<file path="config.mk">
export PLATFORM = sky130hd
export DESIGN_NAME = hazard_ctrl_flat
export DESIGN_NICKNAME = d
export VERILOG_FILES = /design/src/rtl/cpu_pkg.sv /design/src/rtl/hazard_ctrl_if.sv /design/src/rtl/hz_match.sv /design/src/rtl/hazard_ctrl.sv /design/src/flat_wrapper.sv
export SDC_FILE = /design/constraint.sdc
export NUM_CORES = 1
export LEC_CHECK = 0
export ABC_AREA = 1
export CORE_ASPECT_RATIO = 0.8
export CORE_MARGIN = 2
export CORE_UTILIZATION = 47
export CTS_CLUSTER_DIAMETER = 50
export CTS_CLUSTER_SIZE = 25
export DETAILED_ROUTE_END_ITERATION = 16
export PLACE_DENSITY = 0.74
export SYNTH_ARGS = -nofsm -noshare
export SYNTH_HDL_FRONTEND = slang
export SYNTH_SLANG_ARGS = --single-unit
</file>
<file path="constraint.sdc">
create_clock -name clk -period 1.9 [get_ports clk]
set_input_delay 0.38 -clock clk [delete_from_list [all_inputs] [get_ports clk]]
set_output_delay 0.38 -clock clk [all_outputs]
set_load 0.02 [all_outputs]
</file>
<file path="src/rtl/cpu_pkg.sv">
// Shared CPU definitions: base opcodes, hazard shadow-pipe entry and forward select encodings.
package cpu_pkg;

  localparam logic [6:0] LOAD   = 7'b0000011;
  localparam logic [6:0] STORE  = 7'b0100011;
  localparam logic [6:0] BRANCH = 7'b1100011;
  localparam logic [6:0] JAL    = 7'b1101111;
  localparam logic [6:0] LUI    = 7'b0110111;
  localparam logic [6:0] AUIPC  = 7'b0010111;
  localparam logic [6:0] FLW    = 7'b0000111;
  localparam logic [6:0] FSW    = 7'b0100111;
  localparam logic [6:0] FALU   = 7'b1010011;
  localparam logic [6:0] OP_REG = 7'b0110011;
  localparam logic [6:0] OP_IMM = 7'b0010011;

  typedef struct packed {
    logic       valid;
    logic [5:0] rd;
    logic       is_load;
  } hz_entry_t;

  typedef enum logic [1:0] {
    FWD_NONE = 2'b00,
    FWD_MEM  = 2'b01,
    FWD_WB   = 2'b10
  } fwd_sel_e;

  function automatic logic rs1_used(input logic [6:0] op);
    return !(op == LUI || op == AUIPC || op == JAL);
  endfunction

  function automatic logic rs2_used(input logic [6:0] op);
    return (op == OP_REG) || (op == STORE) || (op == BRANCH) || (op == FSW) || (op == FALU);
  endfunction

  function automatic logic op_is_load(input logic [6:0] op);
    return (op == LOAD) || (op == FLW);
  endfunction

endpackage

</file>
<file path="src/rtl/hazard_ctrl_if.sv">
// ID-stage hazard interface: pipeline side (master) drives instruction fields, hazard_ctrl (slave) answers.
interface hazard_ctrl_if;
  import cpu_pkg::*;

  logic [1:0] busStall;
  logic [6:0] opcode;
  logic [4:0] rs1_addr;
  logic [4:0] rs2_addr;
  logic [5:0] rd_addr;
  logic       branch_taken_EX;
  logic       reg1_sel;
  logic       reg2_sel;
  logic [1:0] fwd1_EX;
  logic [1:0] fwd2_EX;
  logic       stall_IF_ID;
  logic       bubble_ID_EXE;
  logic       flush_IF_ID;

  modport master (
    output busStall, opcode, rs1_addr, rs2_addr, rd_addr, branch_taken_EX,
    input  reg1_sel, reg2_sel, fwd1_EX, fwd2_EX, stall_IF_ID, bubble_ID_EXE, flush_IF_ID
  );

  modport slave (
    input  busStall, opcode, rs1_addr, rs2_addr, rd_addr, branch_taken_EX,
    output reg1_sel, reg2_sel, fwd1_EX, fwd2_EX, stall_IF_ID, bubble_ID_EXE, flush_IF_ID
  );

endinterface

</file>
<file path="src/rtl/hz_match.sv">
// Tag compare of one ID source against one shadow-pipe entry; x0 never hazards, f0 does.
module hz_match
  import cpu_pkg::*;
(
  input  logic [5:0] src,
  input  logic       used,
  input  hz_entry_t  entry,
  output logic       hit
);

  assign hit = used && entry.valid && (entry.rd != 6'd0) && (src == entry.rd);

endmodule

</file>
<file path="src/rtl/hazard_ctrl.sv">
// Hazard/forwarding controller: shadow pipe of in-flight destinations driving bypass,
// forward, load-use stall and branch flush controls.
module hazard_ctrl
  import cpu_pkg::*;
(
  input  logic          clk,
  input  logic          rst,
  hazard_ctrl_if.slave  hz
);

  hz_entry_t ex_q, mem_q, wb_q;
  fwd_sel_e  fwd1_q, fwd2_q;
  fwd_sel_e  fwd1_d, fwd2_d;

  logic [5:0] src1, src2;
  logic       use1, use2;
  logic       h1_ex, h1_mem, h1_wb;
  logic       h2_ex, h2_mem, h2_wb;
  logic       freeze, load_use, bubble;
  logic       fetch_stall_unused;

  assign fetch_stall_unused = hz.busStall[0];
  assign freeze = hz.busStall[1];

  assign src1 = {hz.opcode == FALU, hz.rs1_addr};
  assign src2 = {(hz.opcode == FALU) || (hz.opcode == FSW), hz.rs2_addr};
  assign use1 = rs1_used(hz.opcode);
  assign use2 = rs2_used(hz.opcode);

  hz_match u_m1_ex  (.src(src1), .used(use1), .entry(ex_q),  .hit(h1_ex));
  hz_match u_m1_mem (.src(src1), .used(use1), .entry(mem_q), .hit(h1_mem));
  hz_match u_m1_wb  (.src(src1), .used(use1), .entry(wb_q),  .hit(h1_wb));
  hz_match u_m2_ex  (.src(src2), .used(use2), .entry(ex_q),  .hit(h2_ex));
  hz_match u_m2_mem (.src(src2), .used(use2), .entry(mem_q), .hit(h2_mem));
  hz_match u_m2_wb  (.src(src2), .used(use2), .entry(wb_q),  .hit(h2_wb));

  // A taken branch kills the consumer anyway, so it suppresses the load-use stall.
  assign load_use = (h1_ex || h2_ex) && ex_q.is_load && !hz.branch_taken_EX;
  assign bubble   = (load_use || hz.branch_taken_EX) && !freeze;

  always_comb begin
    fwd1_d = FWD_NONE;
    if (h1_ex)       fwd1_d = FWD_MEM;
    else if (h1_mem) fwd1_d = FWD_WB;
  end

  always_comb begin
    fwd2_d = FWD_NONE;
    if (h2_ex)       fwd2_d = FWD_MEM;
    else if (h2_mem) fwd2_d = FWD_WB;
  end

  always_ff @(posedge clk or posedge rst) begin
    if (rst) begin
      ex_q   <= '0;
      mem_q  <= '0;
      wb_q   <= '0;
      fwd1_q <= FWD_NONE;
      fwd2_q <= FWD_NONE;
    end else if (!freeze) begin
      wb_q  <= mem_q;
      mem_q <= ex_q;
      if (bubble) begin
        ex_q   <= '0;
        fwd1_q <= FWD_NONE;
        fwd2_q <= FWD_NONE;
      end else begin
        ex_q   <= '{valid: 1'b1, rd: hz.rd_addr, is_load: op_is_load(hz.opcode)};
        fwd1_q <= fwd1_d;
        fwd2_q <= fwd2_d;
      end
    end
  end

  // Outputs are forced low while reset is asserted so the effect is immediate.
  assign hz.reg1_sel      = h1_wb && !rst;
  assign hz.reg2_sel      = h2_wb && !rst;
  assign hz.fwd1_EX       = fwd1_q;
  assign hz.fwd2_EX       = fwd2_q;
  assign hz.stall_IF_ID   = load_use && !freeze && !rst;
  assign hz.bubble_ID_EXE = bubble && !rst;
  assign hz.flush_IF_ID   = hz.branch_taken_EX && !rst;

endmodule

</file>
<file path="src/flat_wrapper.sv">
// flat-port wrapper written by rule: the top's interface ports become plain ports
module hazard_ctrl_flat import cpu_pkg::*;
  (clk, rst, hz_busStall, hz_opcode, hz_rs1_addr, hz_rs2_addr, hz_rd_addr, hz_branch_taken_EX, hz_reg1_sel, hz_reg2_sel, hz_fwd1_EX, hz_fwd2_EX, hz_stall_IF_ID, hz_bubble_ID_EXE, hz_flush_IF_ID);
  hazard_ctrl_if hz_i ();
  input  logic clk;
  input  logic rst;
  input wire logic [$bits(hz_i.busStall)-1:0] hz_busStall;
  input wire logic [$bits(hz_i.opcode)-1:0] hz_opcode;
  input wire logic [$bits(hz_i.rs1_addr)-1:0] hz_rs1_addr;
  input wire logic [$bits(hz_i.rs2_addr)-1:0] hz_rs2_addr;
  input wire logic [$bits(hz_i.rd_addr)-1:0] hz_rd_addr;
  input wire logic [$bits(hz_i.branch_taken_EX)-1:0] hz_branch_taken_EX;
  output wire logic [$bits(hz_i.reg1_sel)-1:0] hz_reg1_sel;
  output wire logic [$bits(hz_i.reg2_sel)-1:0] hz_reg2_sel;
  output wire logic [$bits(hz_i.fwd1_EX)-1:0] hz_fwd1_EX;
  output wire logic [$bits(hz_i.fwd2_EX)-1:0] hz_fwd2_EX;
  output wire logic [$bits(hz_i.stall_IF_ID)-1:0] hz_stall_IF_ID;
  output wire logic [$bits(hz_i.bubble_ID_EXE)-1:0] hz_bubble_ID_EXE;
  output wire logic [$bits(hz_i.flush_IF_ID)-1:0] hz_flush_IF_ID;
  assign hz_i.busStall = hz_busStall;
  assign hz_i.opcode = hz_opcode;
  assign hz_i.rs1_addr = hz_rs1_addr;
  assign hz_i.rs2_addr = hz_rs2_addr;
  assign hz_i.rd_addr = hz_rd_addr;
  assign hz_i.branch_taken_EX = hz_branch_taken_EX;
  assign hz_reg1_sel = hz_i.reg1_sel;
  assign hz_reg2_sel = hz_i.reg2_sel;
  assign hz_fwd1_EX = hz_i.fwd1_EX;
  assign hz_fwd2_EX = hz_i.fwd2_EX;
  assign hz_stall_IF_ID = hz_i.stall_IF_ID;
  assign hz_bubble_ID_EXE = hz_i.bubble_ID_EXE;
  assign hz_flush_IF_ID = hz_i.flush_IF_ID;
  hazard_ctrl u_core (.clk(clk), .rst(rst), .hz(hz_i));
endmodule
</file>
# After elaboration in Yosys (flattened, before gate mapping)
# Cells that the tools add are included.
# classes
eq_ne,16
n_mux,7
n_reduce_logical,44
# ops
op,n
== test 6 bit,6
"== test 7 x 6 -> 1 bit, second input constant",4
logical AND 1 bit,27
"== test 7 bit, second input constant",3
nonzero test 6 bit,3
two-way mux 2 bit,6
logical OR 1 bit,10
two-way mux 8 bit,1
"== test 7 x 2 -> 1 bit, second input constant",1
"== test 7 x 3 -> 1 bit, second input constant",1
"== test 7 x 5 -> 1 bit, second input constant",1
zero test 1 bit,4
# word_totals
regBits,26
inputBits,28
out_inout_bits,9
elab_cells,76

# Depth between registers and ports, before layout
# depth
ltp_word,14
depth_mapped,12

# By module
# Synthesis repeated with hierarchy kept, for this count alone.
# unflattened
cells_unflattened,368
area_unflattened_um2,2078.2
# by_module_without_submodules
mod,instances,cells_each,area_per_inst_um2
hazard_ctrl,1,170,1267.5
hz_match,6,33,135.1

# Worst setup path before layout
# No wires, ideal clock.
# synth_path
path_type,input port to output port
startpoint,input hz_opcode[2]
endpoint,output hz_reg2_sel
t_arrival_ns,1.595
t_required_ns,1.520
setup_slack_ns,-0.075
stages,7
path_buffers,0
path_cell_list,inv_1 -> nand2_1 -> nor2_4 -> nand2_4 -> nand2_2 -> xor2_1 -> nor4b_1
# synth_via
elab_chain_len,9
word_cells_on_any_way,15
# synth_lines
item,line,text
"start, declared",flat_wrapper.sv:8,input wire logic [$bits(hz_i.opcode)-1:0] hz_opcode;
== test 7 x 6 -> 1 bit,cpu_pkg.sv:33,return (op == OP_REG) || (op == STORE) || (op == BRANCH) || (op == FSW) || (op == FALU);
logical OR 1 bit (4 in a row),cpu_pkg.sv:33,
logical AND 1 bit (2 in a row),hz_match.sv:11,assign hit = used && entry.valid && (entry.rd != 6'd0) && (src == entry.rd);
logical AND 1 bit *,hz_match.sv:11,
logical AND 1 bit *,hazard_ctrl.sv:77,assign hz.reg2_sel = h2_wb && !rst;
"end, declared",flat_wrapper.sv:14,output wire logic [$bits(hz_i.reg2_sel)-1:0] hz_reg2_sel;
# Every way passes the cells marked *; elsewhere a longest branch is shown, timed or not.

# Worst setup path after layout
# layout_path
startpoint,register u_core.ex_q[5] in the netlist's numbering
endpoint,output hz_bubble_ID_EXE
# layout_via
elab_chain_len,9
word_cells_on_any_way,13
# layout_lines
item,line,text
"start, declared",hazard_ctrl.sv:11,"hz_entry_t ex_q, mem_q, wb_q;"
"start signal, assigned",hazard_ctrl.sv:68,"ex_q <= '{valid: 1'b1, rd: hz.rd_addr, is_load: op_is_load(hz.opcode)};"
nonzero test 6 bit,hz_match.sv:11,
logical AND 1 bit (2 in a row),hz_match.sv:11,
logical OR 1 bit *,hazard_ctrl.sv:38,assign load_use = (h1_ex || h2_ex) && ex_q.is_load && !hz.branch_taken_EX;
logical AND 1 bit * (2 in a row),hazard_ctrl.sv:38,
logical OR 1 bit *,hazard_ctrl.sv:39,assign bubble = (load_use || hz.branch_taken_EX) && !freeze;
logical AND 1 bit *,hazard_ctrl.sv:39,
logical AND 1 bit *,hazard_ctrl.sv:81,assign hz.bubble_ID_EXE = bubble && !rst;
"end, declared",flat_wrapper.sv:18,output wire logic [$bits(hz_i.bubble_ID_EXE)-1:0] hz_bubble_ID_EXE;
# Marked as above.

==> flow_summary.ini <==
[placed_design]
gp_congestion = 0.946
hpwl_um = 3980
io_buffers = 35
pre_cts_slack_ps = -907

[setup_path]
critPathCapture = hz_bubble_ID_EXE
path_class = reg -> out
worstPathRequired_ps = 1520
cp.arrival_ps = 1740
worstRegToRegCells = 12
startpoint_type = flip-flop
critPathMaxFanout = 5
end_kind = output port
r2r_end = u_core.hz.fwd2_EX[1]$_DFFE_PP0N_
rrSetupSlack_ps = 150
cp-startpoint = u_core.ex_q[5]$_DFFE_PP0N_
reg2reg_from = u_core.ex_q[5]$_DFFE_PP0N_

[synthesis]
async_flop_share = 1.00
synth_ff_type = dfrtp_1
syn_nets = 312
synthTopCellsByCount = 100 x nand2_1, 34 x nor2_1, 29 x inv_1, 26 x dfrtp_1, 21 x o21ai_0
yosys.area.top_type_share = 0.342
synth_area_per_cell_um2 = 6.71
ys_ff_latch = 26
seq_area_frac_synth = 0.342
synthCells = 284
netlist_top_cells_area = dfrtp_1 34%, nand2_1 20%, nor2_1 6.7%, nand3_2 5.8%, inv_1 5.7%
synth_edf_count = 0
synth_top_area_cell = dfrtp_1
ys_types = 29
synth_area_um2 = 1900
synth_warnings = 0
post-synth-top-count-cell = nand2_1

[sta]
finalSetupTns_ps = -469
min_period_ps = 2120
fin_crit_sh = 1.11
setup_ws_ps = -217
hold_viol = 0
fin_skew_ps = 2.48
slew-limit-headroom = 0.700
fmax_mhz = 472
rsz0062_at_grt = yes
setup_viol = 3
worst_slew_pin_slew_ps = 446
slew_viol_final = 0
timing.hold.ws_ps = 421

[power]
pwr_density_cell_nw_per_um2 = 559
fin_total_pwr_w = 0.00156
peakVddDrop_mv = 0.454
leakage_nw = 1.48

[drt]
wirelength_um = 5480
drtIter0Drc = 147
dr.pass1.iters = 4
avgRoutedWirePerCell_um = 13.0
vias = 2097
drc = 0
ant_nets = 0
via_per_inst = 4.97

[global_routing]
use_met2 = 0.414
antenna_found_initial = 0
grt_pass1_vias = 1915
overflow = 0
grt_max_degree = 37
grt_pass1_wl_um = 8890
grt_use_met3 = 0.0415
grt_use_met1 = 0.373
top_usage_layer = met2
track_usage = 0.257

[cts]
root_buffer = clkbuf_8
clk_pin_slew_ps = 90
ctsLongestPathBuffers = 2
cts_tree = done
clock-sinks = 26
cts_buffers = 3
cts_max_level = 1
hold_buffers = 0
insertion_delay_ps = 270

[floorplan]
die_h_um = 60.9
num_io_pins = 37
dieArea_um2 = 4580
die_w_um = 75.2
rows = 20
start_util = 0.494
core_um2 = 3850

[finish]
final_nets = 396
fillers = 330
seqCellArea_um2 = 653
layout-drive-gt1-share = 0.324
syn2layout_area_growth_pct = 46.3
multi_input_area_um2 = 1160
diodes = 0

[run]
drv_cap = 0

[min_path]
hold_class = in -> async

[status]
failed_checks = negative setup slack
status = finished with violations
-- registers in the layout (all words and copies together) (netlist names) --
signal	flops
u_core.ex_q	8
u_core.mem_q	7
u_core.wb_q	7
u_core.hz.fwd1_EX	2
u_core.hz.fwd2_EX	2
-- layout by cell type, fill, tap and decap left out, types with 2 or more instances in the layout --
cell,n
nand2_1,98
buf_4,50
clkbuf_2,2
nand4_1,6
dfrtp_1,24
nand3_2,12
nor2_2,6
nor2_4,2
o21ai_0,19
buf_6,4
a21oi_1,3
nand3_1,11
clkdlybuf4s50_1,12
inv_1,25
buf_2,5
xor2_1,4
dlygate4sd2_1,9
nand2_4,4
inv_2,9
clkbuf_8,3
nor2_1,30
xnor2_1,2
dfrtp_2,2
nand2_2,7
-- layout make-up --
cell class / count / area share
Clock inverter: 1 / 0.0108
Tap cell: 55 / 0.0247
Inverter: 34 / 0.0458
Sequential cell: 26 / 0.234
Clock buffer: 3 / 0.0148
Timing Repair Buffer: 85 / 0.253
Multi-Input combinational cell: 218 / 0.416
-- stage by stage --
step | area [um^2] | cells | utilization
after CTS | 2710 | 417 | 0.702
after global placement | 2600 | 409 | 0.674
after floorplan | 1910 | 284 | -
final | 2790 | 422 | 0.723
after global routing | 2790 | 422 | 0.723
after detailed placement | 2600 | 409 | 0.674
-- worst min path at each step --
stage	from	to	slack [ps]	cells after the start
floorplan	rst	u_core.ex_q[0]$_DFFE_PP0N_	440	1
global placement	u_core.hz.fwd2_EX[0]$_DFFE_PP0N_	u_core.hz.fwd2_EX[0]$_DFFE_PP0N_	480	2
detailed placement	u_core.hz.fwd1_EX[0]$_DFFE_PP0N_	u_core.hz.fwd1_EX[0]$_DFFE_PP0N_	480	2
CTS	rst	u_core.hz.fwd2_EX[1]$_DFFE_PP0N_	420	4
global route	rst	u_core.hz.fwd2_EX[1]$_DFFE_PP0N_	430	4
finish	rst	u_core.hz.fwd2_EX[1]$_DFFE_PP0N_	420	4
-- routing by layer --
| metal | wire length [um] | vias to the layer above |
|---|---|---|
| li1 | - | 1063 |
| met1 | 2500 | 951 |
| met2 | 2500 | 77 |
| met3 | 426 | 6 |
| met4 | 53 | 0 |
| met5 | 0 | - |
-- logic make-up (layout without fill, tap and decap cells) --
| group | Yosys count | after routing | synth area share |
|---|---|---|---|
| AO/OA/AOI/OAI | 31 | 31 | 0.101 |
| AND/OR/NAND/NOR | 180 | 180 | 0.438 |
| flip-flops | 26 | 26 | 0.342 |
| XOR/XNOR | 7 | 7 | 0.0322 |
| buffers and inverters | 40 | 123 | 0.0880 |
-- what timing repair did --
item	in CTS	in global routing
gates cloned	0	1
resized for setup	78	20
setup buffers	4	6
pin swaps	11	18
endpoints found under the setup margin	5	15
-- report_power, final --
group	internal [W]	switching (W)
registers	0.000597	0.0000488
clock network	0.000282	0.000185
logic	0.000207	0.000236
total	0.00109	0.000470
-- critical path, cell delays in order (launching register included) --
cell     delay (ps)
dfrtp_2         460
nand2_1          80
nand2_1          60
nor2_1           90
nand2_1          90
nor2_2          120
nand2_2          80
o21ai_4         150
nand2_4          90
a21oi_4         120
buf_6           120
No activity file was read; power rests on OpenSTA's default activity.
